[config.mk]
export PLATFORM = sky130hd
export DESIGN_NAME = ddr3_fifo_bridge_flat
export DESIGN_NICKNAME = d
export VERILOG_FILES = /design/src/rtl/ddr3_fifo_bridge_if.sv /design/src/rtl/ddr3_fifo_bridge.sv /design/src/flat_wrapper.sv
export SDC_FILE = /design/constraint.sdc
export NUM_CORES = 1
export LEC_CHECK = 0
export ABC_AREA = 1
export CORE_AREA = 2 2 250 252
export DETAILED_ROUTE_END_ITERATION = 6
export DIE_AREA = 0 0 252 254
export PLACE_DENSITY = 0.51
export SETUP_SLACK_MARGIN = 0.4
export SLEW_MARGIN = 20
export SYNTH_ARGS = -nofsm -noshare
export SYNTH_HDL_FRONTEND = slang
export SYNTH_SLANG_ARGS = --single-unit
export TNS_END_PERCENT = 10
[constraint.sdc]
create_clock -name clk -period 2.1 [get_ports clk]
set_clock_uncertainty 0.05 [all_clocks]
set_input_delay 0.42 -clock clk [delete_from_list [all_inputs] [get_ports clk]]
set_output_delay 0.42 -clock clk [all_outputs]
set_load 0.01 [all_outputs]
[src/rtl/ddr3_fifo_bridge_if.sv]
// ddr3_fifo_bridge_if
//
// Purpose:
//   Bundles every handshake and data signal between the cache-side request
//   FIFOs, the bridge, and a MIG-style DDR3 application interface.
//
// Modports:
//   master - the bridge. It pops the write FIFO and the read-in FIFO, pushes
//            the read-out FIFO, and drives DDR3 commands and write data.
//   slave  - the environment: FIFOs plus the DDR3 controller.
//
// Signal groups:
//   wr_fifo_*      write-back FIFO (FWFT): empty, addr, data in; rd_en out
//   rd_req_fifo_*  line-fill request FIFO (FWFT): empty, addr in; rd_en out
//   rd_resp_fifo_* line-fill response FIFO: full in; wr_en, data out
//   app_*          DDR3 command, write-data and read-data channels
interface ddr3_fifo_bridge_if #(
    parameter int ADDR_WIDTH = 28
);
    logic                  wr_fifo_empty;
    logic [31:0]           wr_fifo_addr;
    logic [127:0]          wr_fifo_data;
    logic                  wr_fifo_rd_en;

    logic                  rd_req_fifo_empty;
    logic [31:0]           rd_req_fifo_addr;
    logic                  rd_req_fifo_rd_en;

    logic                  rd_resp_fifo_full;
    logic                  rd_resp_fifo_wr_en;
    logic [127:0]          rd_resp_fifo_data;

    logic [ADDR_WIDTH-1:0] app_addr;
    logic [2:0]            app_cmd;
    logic                  app_en;
    logic                  app_rdy;
    logic [127:0]          app_wdf_data;
    logic [15:0]           app_wdf_mask;
    logic                  app_wdf_wren;
    logic                  app_wdf_end;
    logic                  app_wdf_rdy;
    logic [127:0]          app_rd_data;
    logic                  app_rd_data_valid;

    modport master (
        input  wr_fifo_empty, wr_fifo_addr, wr_fifo_data,
        output wr_fifo_rd_en,
        input  rd_req_fifo_empty, rd_req_fifo_addr,
        output rd_req_fifo_rd_en,
        input  rd_resp_fifo_full,
        output rd_resp_fifo_wr_en, rd_resp_fifo_data,
        output app_addr, app_cmd, app_en, app_wdf_data, app_wdf_mask,
        output app_wdf_wren, app_wdf_end,
        input  app_rdy, app_wdf_rdy, app_rd_data, app_rd_data_valid
    );

    modport slave (
        output wr_fifo_empty, wr_fifo_addr, wr_fifo_data,
        input  wr_fifo_rd_en,
        output rd_req_fifo_empty, rd_req_fifo_addr,
        input  rd_req_fifo_rd_en,
        output rd_resp_fifo_full,
        input  rd_resp_fifo_wr_en, rd_resp_fifo_data,
        input  app_addr, app_cmd, app_en, app_wdf_data, app_wdf_mask,
        input  app_wdf_wren, app_wdf_end,
        output app_rdy, app_wdf_rdy, app_rd_data, app_rd_data_valid
    );
endinterface

[src/rtl/ddr3_fifo_bridge.sv]
// ddr3_fifo_bridge
//
// Purpose:
//   Memory-side engine between the cache request FIFOs and a DDR3 application
//   interface. Write-backs are popped from the write FIFO and issued as DDR3
//   writes. Fill addresses are popped from the read-in FIFO and issued as
//   DDR3 reads, and the returned line is pushed into the read-out FIFO. Only
//   one transaction is in flight at a time. Writes always win over reads, so a
//   write-back reaches DDR3 before any later fill of the same line.
//
// Ports:
//   clk                 clock
//   reset               synchronous, active-high reset
//   init_calib_complete DDR3 calibrated; new pops are blocked while low
//   bus                 ddr3_fifo_bridge_if.master (FIFO and DDR3 app signals)
//   busy                high whenever a transaction is in progress
//   timeout_err         sticky read-response watchdog flag
//
// Optional feature (macro DDR3_BRIDGE_TIMEOUT_EN):
//   When the macro is defined, a watchdog counts cycles spent waiting for read
//   data. After TIMEOUT_CYCLES cycles with no response, the line
//   {4{32'hDEADBEEF}} is pushed instead and timeout_err is set until reset.
//   When the macro is undefined, the bridge waits indefinitely and
//   timeout_err is tied low.
module ddr3_fifo_bridge #(
    parameter int ADDR_WIDTH     = 28,
    parameter int TIMEOUT_CYCLES = 1024
) (
    input  logic                clk,
    input  logic                reset,
    input  logic                init_calib_complete,
    ddr3_fifo_bridge_if.master  bus,
    output logic                busy,
    output logic                timeout_err
);

    typedef enum logic [2:0] {
        IDLE,
        WR_CMD,
        RD_CMD,
        RD_WAIT,
        RD_PUSH
    } state_t;

    state_t                state_q, state_d;
    logic [ADDR_WIDTH-1:0] lineAddr_q, lineAddr_d;
    logic                  cmdRead_q, cmdRead_d;
    logic [127:0]          wrData_q, wrData_d;
    logic [127:0]          rdData_q, rdData_d;
    logic                  cmdDone_q, cmdDone_d;
    logic                  dataDone_q, dataDone_d;

    // The FIFO addresses are byte addresses. Only the line-aligned part that
    // fits in the DDR3 address is used.
    logic unusedAddrBits;
    assign unusedAddrBits = ^{bus.wr_fifo_addr, bus.rd_req_fifo_addr};

`ifdef DDR3_BRIDGE_TIMEOUT_EN
    localparam int CntW = $clog2(TIMEOUT_CYCLES + 1);
    logic [CntW-1:0] waitCnt_q, waitCnt_d;
    logic            timeoutErr_q, timeoutErr_d;
    assign timeout_err = timeoutErr_q;
`else
    localparam int unusedTimeoutCycles = TIMEOUT_CYCLES;
    assign timeout_err = 1'b0;
`endif

    // The command and data channels are driven straight from the latched
    // transaction. app_wdf_end mirrors wren because every line is one beat.
    assign bus.app_addr          = lineAddr_q;
    assign bus.app_cmd           = {2'b00, cmdRead_q};
    assign bus.app_wdf_data      = wrData_q;
    assign bus.app_wdf_mask      = 16'h0000;
    assign bus.app_wdf_end       = bus.app_wdf_wren;
    assign bus.rd_resp_fifo_data = rdData_q;
    assign busy                  = (state_q != IDLE);

    // Next-state and strobe logic.
    // In WR_CMD the command half and the data half each drop on their own
    // acceptance, and the state leaves only when both halves are done. All
    // strobes are forced low during reset so that no FIFO entry is popped and
    // then lost by the reset itself.
    always_comb begin
        state_d                = state_q;
        lineAddr_d             = lineAddr_q;
        cmdRead_d              = cmdRead_q;
        wrData_d               = wrData_q;
        rdData_d               = rdData_q;
        cmdDone_d              = cmdDone_q;
        dataDone_d             = dataDone_q;
        bus.wr_fifo_rd_en      = 1'b0;
        bus.rd_req_fifo_rd_en  = 1'b0;
        bus.rd_resp_fifo_wr_en = 1'b0;
        bus.app_en             = 1'b0;
        bus.app_wdf_wren       = 1'b0;
`ifdef DDR3_BRIDGE_TIMEOUT_EN
        waitCnt_d              = waitCnt_q;
        timeoutErr_d           = timeoutErr_q;
`endif

        case (state_q)
            IDLE: begin
                if (init_calib_complete && !bus.wr_fifo_empty) begin
                    bus.wr_fifo_rd_en = 1'b1;
                    lineAddr_d        = {bus.wr_fifo_addr[ADDR_WIDTH-1:4], 4'b0000};
                    wrData_d          = bus.wr_fifo_data;
                    cmdRead_d         = 1'b0;
                    cmdDone_d         = 1'b0;
                    dataDone_d        = 1'b0;
                    state_d           = WR_CMD;
                end else if (init_calib_complete && !bus.rd_req_fifo_empty) begin
                    bus.rd_req_fifo_rd_en = 1'b1;
                    lineAddr_d            = {bus.rd_req_fifo_addr[ADDR_WIDTH-1:4], 4'b0000};
                    cmdRead_d             = 1'b1;
                    state_d               = RD_CMD;
                end
            end
            WR_CMD: begin
                bus.app_en       = !cmdDone_q;
                bus.app_wdf_wren = !dataDone_q;
                cmdDone_d        = cmdDone_q | bus.app_rdy;
                dataDone_d       = dataDone_q | bus.app_wdf_rdy;
                if (cmdDone_d && dataDone_d) begin
                    state_d = IDLE;
                end
            end
            RD_CMD: begin
                bus.app_en = 1'b1;
                if (bus.app_rdy) begin
                    state_d = RD_WAIT;
`ifdef DDR3_BRIDGE_TIMEOUT_EN
                    waitCnt_d = '0;
`endif
                end
            end
            RD_WAIT: begin
                if (bus.app_rd_data_valid) begin
                    rdData_d = bus.app_rd_data;
                    state_d  = RD_PUSH;
                end
`ifdef DDR3_BRIDGE_TIMEOUT_EN
                else if (waitCnt_q == CntW'(TIMEOUT_CYCLES - 1)) begin
                    rdData_d     = {4{32'hDEAD_BEEF}};
                    timeoutErr_d = 1'b1;
                    state_d      = RD_PUSH;
                end else begin
                    waitCnt_d = waitCnt_q + 1'b1;
                end
`endif
            end
            RD_PUSH: begin
                if (!bus.rd_resp_fifo_full) begin
                    bus.rd_resp_fifo_wr_en = 1'b1;
                    state_d                = IDLE;
                end
            end
            default: begin
                state_d = IDLE;
            end
        endcase

        if (reset) begin
            bus.wr_fifo_rd_en      = 1'b0;
            bus.rd_req_fifo_rd_en  = 1'b0;
            bus.rd_resp_fifo_wr_en = 1'b0;
            bus.app_en             = 1'b0;
            bus.app_wdf_wren       = 1'b0;
        end
    end

    // State and transaction registers. Reset discards any latched transaction.
    always_ff @(posedge clk) begin
        if (reset) begin
            state_q    <= IDLE;
            lineAddr_q <= '0;
            cmdRead_q  <= 1'b0;
            wrData_q   <= '0;
            rdData_q   <= '0;
            cmdDone_q  <= 1'b0;
            dataDone_q <= 1'b0;
        end else begin
            state_q    <= state_d;
            lineAddr_q <= lineAddr_d;
            cmdRead_q  <= cmdRead_d;
            wrData_q   <= wrData_d;
            rdData_q   <= rdData_d;
            cmdDone_q  <= cmdDone_d;
            dataDone_q <= dataDone_d;
        end
    end

`ifdef DDR3_BRIDGE_TIMEOUT_EN
    // Watchdog counter and the sticky error flag. Only reset clears the flag.
    always_ff @(posedge clk) begin
        if (reset) begin
            waitCnt_q    <= '0;
            timeoutErr_q <= 1'b0;
        end else begin
            waitCnt_q    <= waitCnt_d;
            timeoutErr_q <= timeoutErr_d;
        end
    end
`endif

endmodule

[src/flat_wrapper.sv]
// flat-port wrapper written by rule: the top's interface ports become plain ports
module ddr3_fifo_bridge_flat 
#(
    parameter int ADDR_WIDTH     = 28,
    parameter int TIMEOUT_CYCLES = 1024
)
  (clk, reset, init_calib_complete, busy, timeout_err, bus_wr_fifo_empty, bus_wr_fifo_addr, bus_wr_fifo_data, bus_wr_fifo_rd_en, bus_rd_req_fifo_empty, bus_rd_req_fifo_addr, bus_rd_req_fifo_rd_en, bus_rd_resp_fifo_full, bus_rd_resp_fifo_wr_en, bus_rd_resp_fifo_data, bus_app_addr, bus_app_cmd, bus_app_en, bus_app_wdf_data, bus_app_wdf_mask, bus_app_wdf_wren, bus_app_wdf_end, bus_app_rdy, bus_app_wdf_rdy, bus_app_rd_data, bus_app_rd_data_valid);
  ddr3_fifo_bridge_if #(.ADDR_WIDTH(ADDR_WIDTH)) bus_i ();
  input  logic clk;
  input  logic reset;
  input  logic init_calib_complete;
  output logic busy;
  output logic timeout_err;
  input wire logic [$bits(bus_i.wr_fifo_empty)-1:0] bus_wr_fifo_empty;
  input wire logic [$bits(bus_i.wr_fifo_addr)-1:0] bus_wr_fifo_addr;
  input wire logic [$bits(bus_i.wr_fifo_data)-1:0] bus_wr_fifo_data;
  output wire logic [$bits(bus_i.wr_fifo_rd_en)-1:0] bus_wr_fifo_rd_en;
  input wire logic [$bits(bus_i.rd_req_fifo_empty)-1:0] bus_rd_req_fifo_empty;
  input wire logic [$bits(bus_i.rd_req_fifo_addr)-1:0] bus_rd_req_fifo_addr;
  output wire logic [$bits(bus_i.rd_req_fifo_rd_en)-1:0] bus_rd_req_fifo_rd_en;
  input wire logic [$bits(bus_i.rd_resp_fifo_full)-1:0] bus_rd_resp_fifo_full;
  output wire logic [$bits(bus_i.rd_resp_fifo_wr_en)-1:0] bus_rd_resp_fifo_wr_en;
  output wire logic [$bits(bus_i.rd_resp_fifo_data)-1:0] bus_rd_resp_fifo_data;
  output wire logic [$bits(bus_i.app_addr)-1:0] bus_app_addr;
  output wire logic [$bits(bus_i.app_cmd)-1:0] bus_app_cmd;
  output wire logic [$bits(bus_i.app_en)-1:0] bus_app_en;
  output wire logic [$bits(bus_i.app_wdf_data)-1:0] bus_app_wdf_data;
  output wire logic [$bits(bus_i.app_wdf_mask)-1:0] bus_app_wdf_mask;
  output wire logic [$bits(bus_i.app_wdf_wren)-1:0] bus_app_wdf_wren;
  output wire logic [$bits(bus_i.app_wdf_end)-1:0] bus_app_wdf_end;
  input wire logic [$bits(bus_i.app_rdy)-1:0] bus_app_rdy;
  input wire logic [$bits(bus_i.app_wdf_rdy)-1:0] bus_app_wdf_rdy;
  input wire logic [$bits(bus_i.app_rd_data)-1:0] bus_app_rd_data;
  input wire logic [$bits(bus_i.app_rd_data_valid)-1:0] bus_app_rd_data_valid;
  assign bus_i.wr_fifo_empty = bus_wr_fifo_empty;
  assign bus_i.wr_fifo_addr = bus_wr_fifo_addr;
  assign bus_i.wr_fifo_data = bus_wr_fifo_data;
  assign bus_wr_fifo_rd_en = bus_i.wr_fifo_rd_en;
  assign bus_i.rd_req_fifo_empty = bus_rd_req_fifo_empty;
  assign bus_i.rd_req_fifo_addr = bus_rd_req_fifo_addr;
  assign bus_rd_req_fifo_rd_en = bus_i.rd_req_fifo_rd_en;
  assign bus_i.rd_resp_fifo_full = bus_rd_resp_fifo_full;
  assign bus_rd_resp_fifo_wr_en = bus_i.rd_resp_fifo_wr_en;
  assign bus_rd_resp_fifo_data = bus_i.rd_resp_fifo_data;
  assign bus_app_addr = bus_i.app_addr;
  assign bus_app_cmd = bus_i.app_cmd;
  assign bus_app_en = bus_i.app_en;
  assign bus_app_wdf_data = bus_i.app_wdf_data;
  assign bus_app_wdf_mask = bus_i.app_wdf_mask;
  assign bus_app_wdf_wren = bus_i.app_wdf_wren;
  assign bus_app_wdf_end = bus_i.app_wdf_end;
  assign bus_i.app_rdy = bus_app_rdy;
  assign bus_i.app_wdf_rdy = bus_app_wdf_rdy;
  assign bus_i.app_rd_data = bus_app_rd_data;
  assign bus_i.app_rd_data_valid = bus_app_rd_data_valid;
  ddr3_fifo_bridge #(.ADDR_WIDTH(ADDR_WIDTH), .TIMEOUT_CYCLES(TIMEOUT_CYCLES)) u_core (.clk(clk), .reset(reset), .init_calib_complete(init_calib_complete), .bus(bus_i), .busy(busy), .timeout_err(timeout_err));
endmodule
==> results of run 1 <==
[final cells by class]
cell class / instances / area, µm²
fillers: 6424 / 42300
inverters: 18 / 77.6
diodes: 1 / 2.50
clock buffers: 52 / 1060
well taps: 790 / 988
repair buffers: 654 / 6700
flip-flops and latches: 286 / 5730
clock inverters: 13 / 153
multi-input cells: 941 / 4230
[report_power, final]
group          internal (µW)  total, µW  switching [µW]
logic                   2500       5020            2520
registers               6180       6590             407
clock network           3890       6370            2480
[critical path: stages, from the launching register on]
cell     delay (ps)
dfxtp_2         320
inv_2            80
nand2_2          70
nor2_4          120
nand2_4          70
buf_6           110
o22ai_2         120
buf_6           130
[layer usage]
layer  share of wire [%]  track usage [%]  up-vias
li1                    -                -     5593
met1                  37             14.5     5268
met2                  49             23.8      516
met3                 9.9             5.49       74
met4                 3.4             5.24        0
met5                   0                0        -
[repair_timing]
item,4_1_cts,5_1_grt
setup endpoints to repair,413,403
hold endpoints to repair,0,0
gates cloned,0,9
pin swaps,6,8
resized for setup,120,22
buffers inserted,2,2
hold buffers,0,0
[worst max path at each step]
stage	start	to	slack (ps)	cells past startpoint
final	u_core.state_q[1]$_SDFFE_PP0P_	bus_app_en	90	7
after global placement	init_calib_complete	bus_rd_req_fifo_rd_en	-470	8
after global routing	u_core.state_q[1]$_SDFFE_PP0P_	bus_app_en	6	6
after floorplan	reset	bus_app_wdf_wren	380	6
after detailed placement	init_calib_complete	bus_rd_req_fifo_rd_en	-420	8
after CTS	u_core.state_q[1]$_SDFFE_PP0P_	bus_app_en	3	7
[metrics by stage]
step                utilization (%)  setup TNS, ps  hold WS [ps]
floorplan                         -              0           400
global placement               28.4         -35910           397
detailed placement             28.4         -31360           402
CTS                            30.5              0           124
global route                   30.9              0           149
finish                         30.9              0           163
[logic make-up after synthesis]
| kind of cell | after synthesis | share of synthesized area (%) |
|---|---|---|
| and+or+nand+nor | 606 | 23.3 |
| DFF | 286 | 54.0 |
| AOI/OAI and AO/OA | 312 | 15.0 |
| other | 1 | 0.0354 |
| buffers and inverters | 154 | 7.65 |
[cell usage in the layout, fill, tap and decap left out, drive strengths merged]
cell           synthesis  routed
clkdlybuf4s50          0     555
dfxtp                286     286
nor2                 273     273
nand2                199     199
o21ai                154     154
a21oi                133     133
nand3                132     132
clkbuf                51      59
buf                   85      56
clkdlybuf4s15          0      28
a31oi                 24      24
conb                   1      23
inv                   18      20
clkinv                 0       6
dlygate4sd2            0       6
bufinv                 0       3
clkinvlp               0       2
dlymetal6s2s           0       2
diode                  0       1
o22ai                  1       1
nor3                   1       1
nand4                  1       1
[sequential cells by signal, summed over array words and instances (netlist names)]
register and flops:
u_core.bus.app_wdf_data 128, u_core.cmdDone_q 1, u_core.bus.rd_resp_fifo_data 128, u_core.state_q 3, u_core.cmdRead_q 1, u_core.bus.app_addr 24, u_core.dataDone_q 1
==> summary.txt, run 1 <==
fraction of registers with async set/reset = 0%
Non-Filler Instances = 2755
Port Buffers = 600
# clock sinks = 286
Die Y = 254 µm
Main synth FF type = dfxtp_1
count leader, synth = dfxtp_1
Clk Latency, worst-skew pair = 530 ps
unrepaired setup endpoints after global routing = true
Worst Path Required = 1630 ps
reg-to-reg endpoint = u_core.bus.app_wdf_data[96]$_SDFFE_PP0P_
vias in the first global route = 11400
status = finished clean
crit path kind = flip-flop to output port
worst r2r path cells = 8
min-delay src = reset
RR Startpoint = u_core.state_q[2]$_SDFFE_PP0P_
Synth top cells by count = dfxtp_1 (286), nor2_1 (271), nand2_1 (199)
Syn Std Cell Area = 10600 µm²
# IOs = 640
Startpoint Class = flip-flop
CTS tree = built
max cap viols = 0
static leakage = 0.00711 µW
Initial Util = 17.3%
Syn Inst Count = 1359
RD Place Congestion = 0.752
fin crit period = 2010 ps
DRC viols = 0
worst min-delay path category = input port to flip-flop
# H-tree levels = 2
final slew viol count = 0
R2R setup slack = 330 ps
final setup vio count = 0
worst slew pin tran = 663 ps
dpl ws = -417 ps
final setup margin = 86.9 ps
YS warnings = 0
Total Wirelength = 49100 µm
final worst path period share = 95.9%
TritonRoute pass-1 iters = 7
Worst IR Drop VDD = 0.588 mV
Worst Path Max Fanout = 2
hpwl dp = 33300 µm
final hold vios = 0
Worst EP arrival = 1540 ps
top cells by area, synth = dfxtp_1 (54%), nor2_1 (9.6%), nand2_1 (7.0%), a21oi_1 (6.3%), nand3_1 (6.2%)
Hold Path Stages = 2
die footprint = 64000 µm²
Slew headroom = 55.8%
DR WL/cell = 17.8 µm
Post-synth EDFFs = 0
synthesis-to-layout area growth = 78.8%
largest net degree at the start of global routing = 133
antenna viol nets, final = 0
antenna violations before repair = 1
Max Fclk = 497 MHz
P per Cell Area = 949 nW/µm²
Setup crit end kind = output port
Synth top area share = 54.0%
Core ar. = 61300 µm²
Pwr Total = 18000 µW
GRT Total Usage = 13.6%
Placed Instance Area = 17400 µm²
Clock Tree Buf Depth = 3
dpl cells = 2676
first-iteration detailed-routing DRC count = 528
post-layout instance area = 19000 µm²
total congestion overflow = 0
Avg Inst Size Synth = 7.80 µm²
synthesized flop and latch total = 286
Via density = 4.16
Layout Nets = 2266
layout cells sized above 1 = 8.10%
first-pass GRT wire length = 67500 µm
number of library cell types mapped by synthesis = 21
post-synthesis sequential area ratio = 54.0%
routed via count = 11500
cell row count = 91
Worst-path clk slew = 60 ps
Yosys top cell by area = dfxtp_1
Root Driver = clkbuf_16
Chip Width = 252 µm
Hold Path End = u_core.state_q[2]$_SDFFE_PP0P_
Num CTS Buffers = 36
Note: power is estimated with default switching activity, not from simulation.
==> run 2, diff against run 1 <==
--- a/config.mk
+++ b/config.mk
@@ -6,6 +6,7 @@
 export NUM_CORES = 1
 export LEC_CHECK = 0
 export ABC_AREA = 1
+export ABC_CLOCK_PERIOD_IN_PS = 2100
 export CORE_AREA = 2 2 250 252
 export DETAILED_ROUTE_END_ITERATION = 6
 export DIE_AREA = 0 0 252 254
==> results of run 2 <==
Final layout, timing and power as in run 1 (identical DEF).
==> variant: new RTL, flow settings as in run 2 <==
`ADDR_WIDTH` is set to 28 in 3 places; all go to 14.
--- a/src/rtl/ddr3_fifo_bridge_if.sv
+++ b/src/rtl/ddr3_fifo_bridge_if.sv
@@ -15,7 +15,7 @@
 //   rd_resp_fifo_* line-fill response FIFO: full in; wr_en, data out
 //   app_*          DDR3 command, write-data and read-data channels
 interface ddr3_fifo_bridge_if #(
-    parameter int ADDR_WIDTH = 28
+    parameter int ADDR_WIDTH = 14
 );
     logic                  wr_fifo_empty;
     logic [31:0]           wr_fifo_addr;
--- a/src/rtl/ddr3_fifo_bridge.sv
+++ b/src/rtl/ddr3_fifo_bridge.sv
@@ -23,7 +23,7 @@
 //   When the macro is undefined, the bridge waits indefinitely and
 //   timeout_err is tied low.
 module ddr3_fifo_bridge #(
-    parameter int ADDR_WIDTH     = 28,
+    parameter int ADDR_WIDTH     = 14,
     parameter int TIMEOUT_CYCLES = 1024
 ) (
     input  logic                clk,
--- a/src/flat_wrapper.sv
+++ b/src/flat_wrapper.sv
@@ -1,7 +1,7 @@
 // flat-port wrapper written by rule: the top's interface ports become plain ports
 module ddr3_fifo_bridge_flat 
 #(
-    parameter int ADDR_WIDTH     = 28,
+    parameter int ADDR_WIDTH     = 14,
     parameter int TIMEOUT_CYCLES = 1024
 )
   (clk, reset, init_calib_complete, busy, timeout_err, bus_wr_fifo_empty, bus_wr_fifo_addr, bus_wr_fifo_data, bus_wr_fifo_rd_en, bus_rd_req_fifo_empty, bus_rd_req_fifo_addr, bus_rd_req_fifo_rd_en, bus_rd_resp_fifo_full, bus_rd_resp_fifo_wr_en, bus_rd_resp_fifo_data, bus_app_addr, bus_app_cmd, bus_app_en, bus_app_wdf_data, bus_app_wdf_mask, bus_app_wdf_wren, bus_app_wdf_end, bus_app_rdy, bus_app_wdf_rdy, bus_app_rd_data, bus_app_rd_data_valid);
Ports: changed (resized bus_app_addr); port bits go from 640 to 626. The function was not compared with the original's and may differ.
==> variant against run 2 <==
The run now ends with setup timing left; sequential power shrank 4.7%; first-iteration DRC count down 9.5%; area after synthesis decreased by 5.4%; setup slack lost 200 ps; sequential cell count down 14; wire length decreased by 6.5%; power fell by 4.0%; global-route usage is 0.93 points lower; cell area is 1.6% higher.
==> variant: results (changes against run 2) <==
- Status: complete, but fails checks
- Failing checks: setup timing
- CTS buffer count: 34 (-5.6%)
- Worst setup slack after placement: -430 ps (-13.9 ps)
- Final #Nets: 2157 (-4.8%)
- DRT iter0 DRCs: 478 (-9.5%)
- GR Util met3: 5.74% (+0.25 points)
- Dpl hpwl: 30200 um (-9.3%)
- Pin count of the biggest net entering global routing: 127 (-4.5%)
- Antenna violations before repair: 5 (+4)
- Int Pwr: 11800 uW (-5.8%)
- Routed wire per std cell: 17.4 um (-2.6%)
- Critical path arrival: 1740 ps (+200 ps)
- Global-route wire length before repair: 62900 um (-6.7%)
- Vias in the first global route: 10.6k (-6.6%)
- Placed Area: 0.0164 mm^2 (-5.8%)
- Share of layout cells above drive strength 1: 22.7% (+15 points)
- Sequential fraction of the synthesis area: 54.3% (+0.27 points)
- Post-synth cell types: 23 (+9.5%)
- Leading post-synthesis cells by cell area: dfxtp_1, nor2_1, nand3_1
- First drt pass iteration count: 4 (-3)
- GR Util met2: 21.0% (-2.8 points)
- Worst Path Max Fanout: 4 (+2)
- Pleak: 0.00783 uW (+10%)
- Placer's final routability congestion estimate: 0.744 (-1.1%)
- M1 GR Usage: 14.3% (-0.21 points)
- Cells after DPL: 2553 (-4.6%)
- GRT Total Usage: 12.6% (-0.93 points)
- Via density: 4.11 (-1.2%)
- Setup violations, final: 2 (+2)
- Synth Area in Compound Gates: 14.5% (-0.57 points)
- Synth cell count leaders: dfxtp_1, nor2_1, nand2_1
- Syn_area_per_cell: 7.89 um^2 (+1.1%)
- Slew @ Worst Pin: 894 ps (+231 ps)
- Worst setup margin: -114 ps (-201 ps)
-- variant: final cells by class --
class,count,area (um^2),area share [%]
Tap cell,790,988,5.13
Sequential cell,272,5460,28.4
Multi-Input combinational cell,882,5400,28.0
Timing Repair Buffer,626,6200,32.2
Clock buffer,52,1050,5.47
Inverter,12,50.0,0.260
Antenna cell,3,7.51,0.0390
Clock inverter,8,96.3,0.500
-- variant: timing repair --
item / in CTS / in global routing
gates cloned: 0 / 10
pin swaps: 112 / 128
setup buffers: 7 / 12
setup endpoints to repair: 478 / 293
resized for setup: 440 / 323
-- variant: worst paths after layout --
check	start	end	slack (ps)	cells after the start
worst min-delay path	reset	u_core.state_q[0]	380	5
worst max-delay path	bus_wr_fifo_empty	bus_rd_req_fifo_rd_en	-110	9
worst max register to register	u_core.state_q[2]	u_core.bus.app_wdf_data[89]	230	9
worst min register to register	u_core.bus.rd_resp_fifo_data[6]	u_core.bus.rd_resp_fifo_data[6]	410	2
-- variant: cells by family after synthesis --
family,after synthesis
and+or+nand+nor,572
AOI/OAI and AO/OA,286
DFF,272
buffers and inverters,141
other,1
-- variant: layer usage --
layer	share of wire [%]	up-vias
li1	-	5263
met1	39	5049
met2	47	481
met3	11	61
met4	2.9	4
met5	0.041	-
-- variant: power by group through the flow --
stage          clock [uW]  sequential [uW]  combinational, uW
3_3_place_gp            0             6340               4460
4_1_cts              6290             6260               4380
5_1_grt              6500             6370               5340
6_report             6070             6280               4920
2_1_floorplan           0             6620               1610
3_5_place_dp            0             6360               4470
-- variant: critical path, cell delays in order --
cell and delay (ps):
clkdlybuf4s50_1 430, inv_2 90, nand2_4 70, buf_4 160, a21oi_4 130, nand2_2 90
nor2_4 140, buf_6 120, buf_6 90
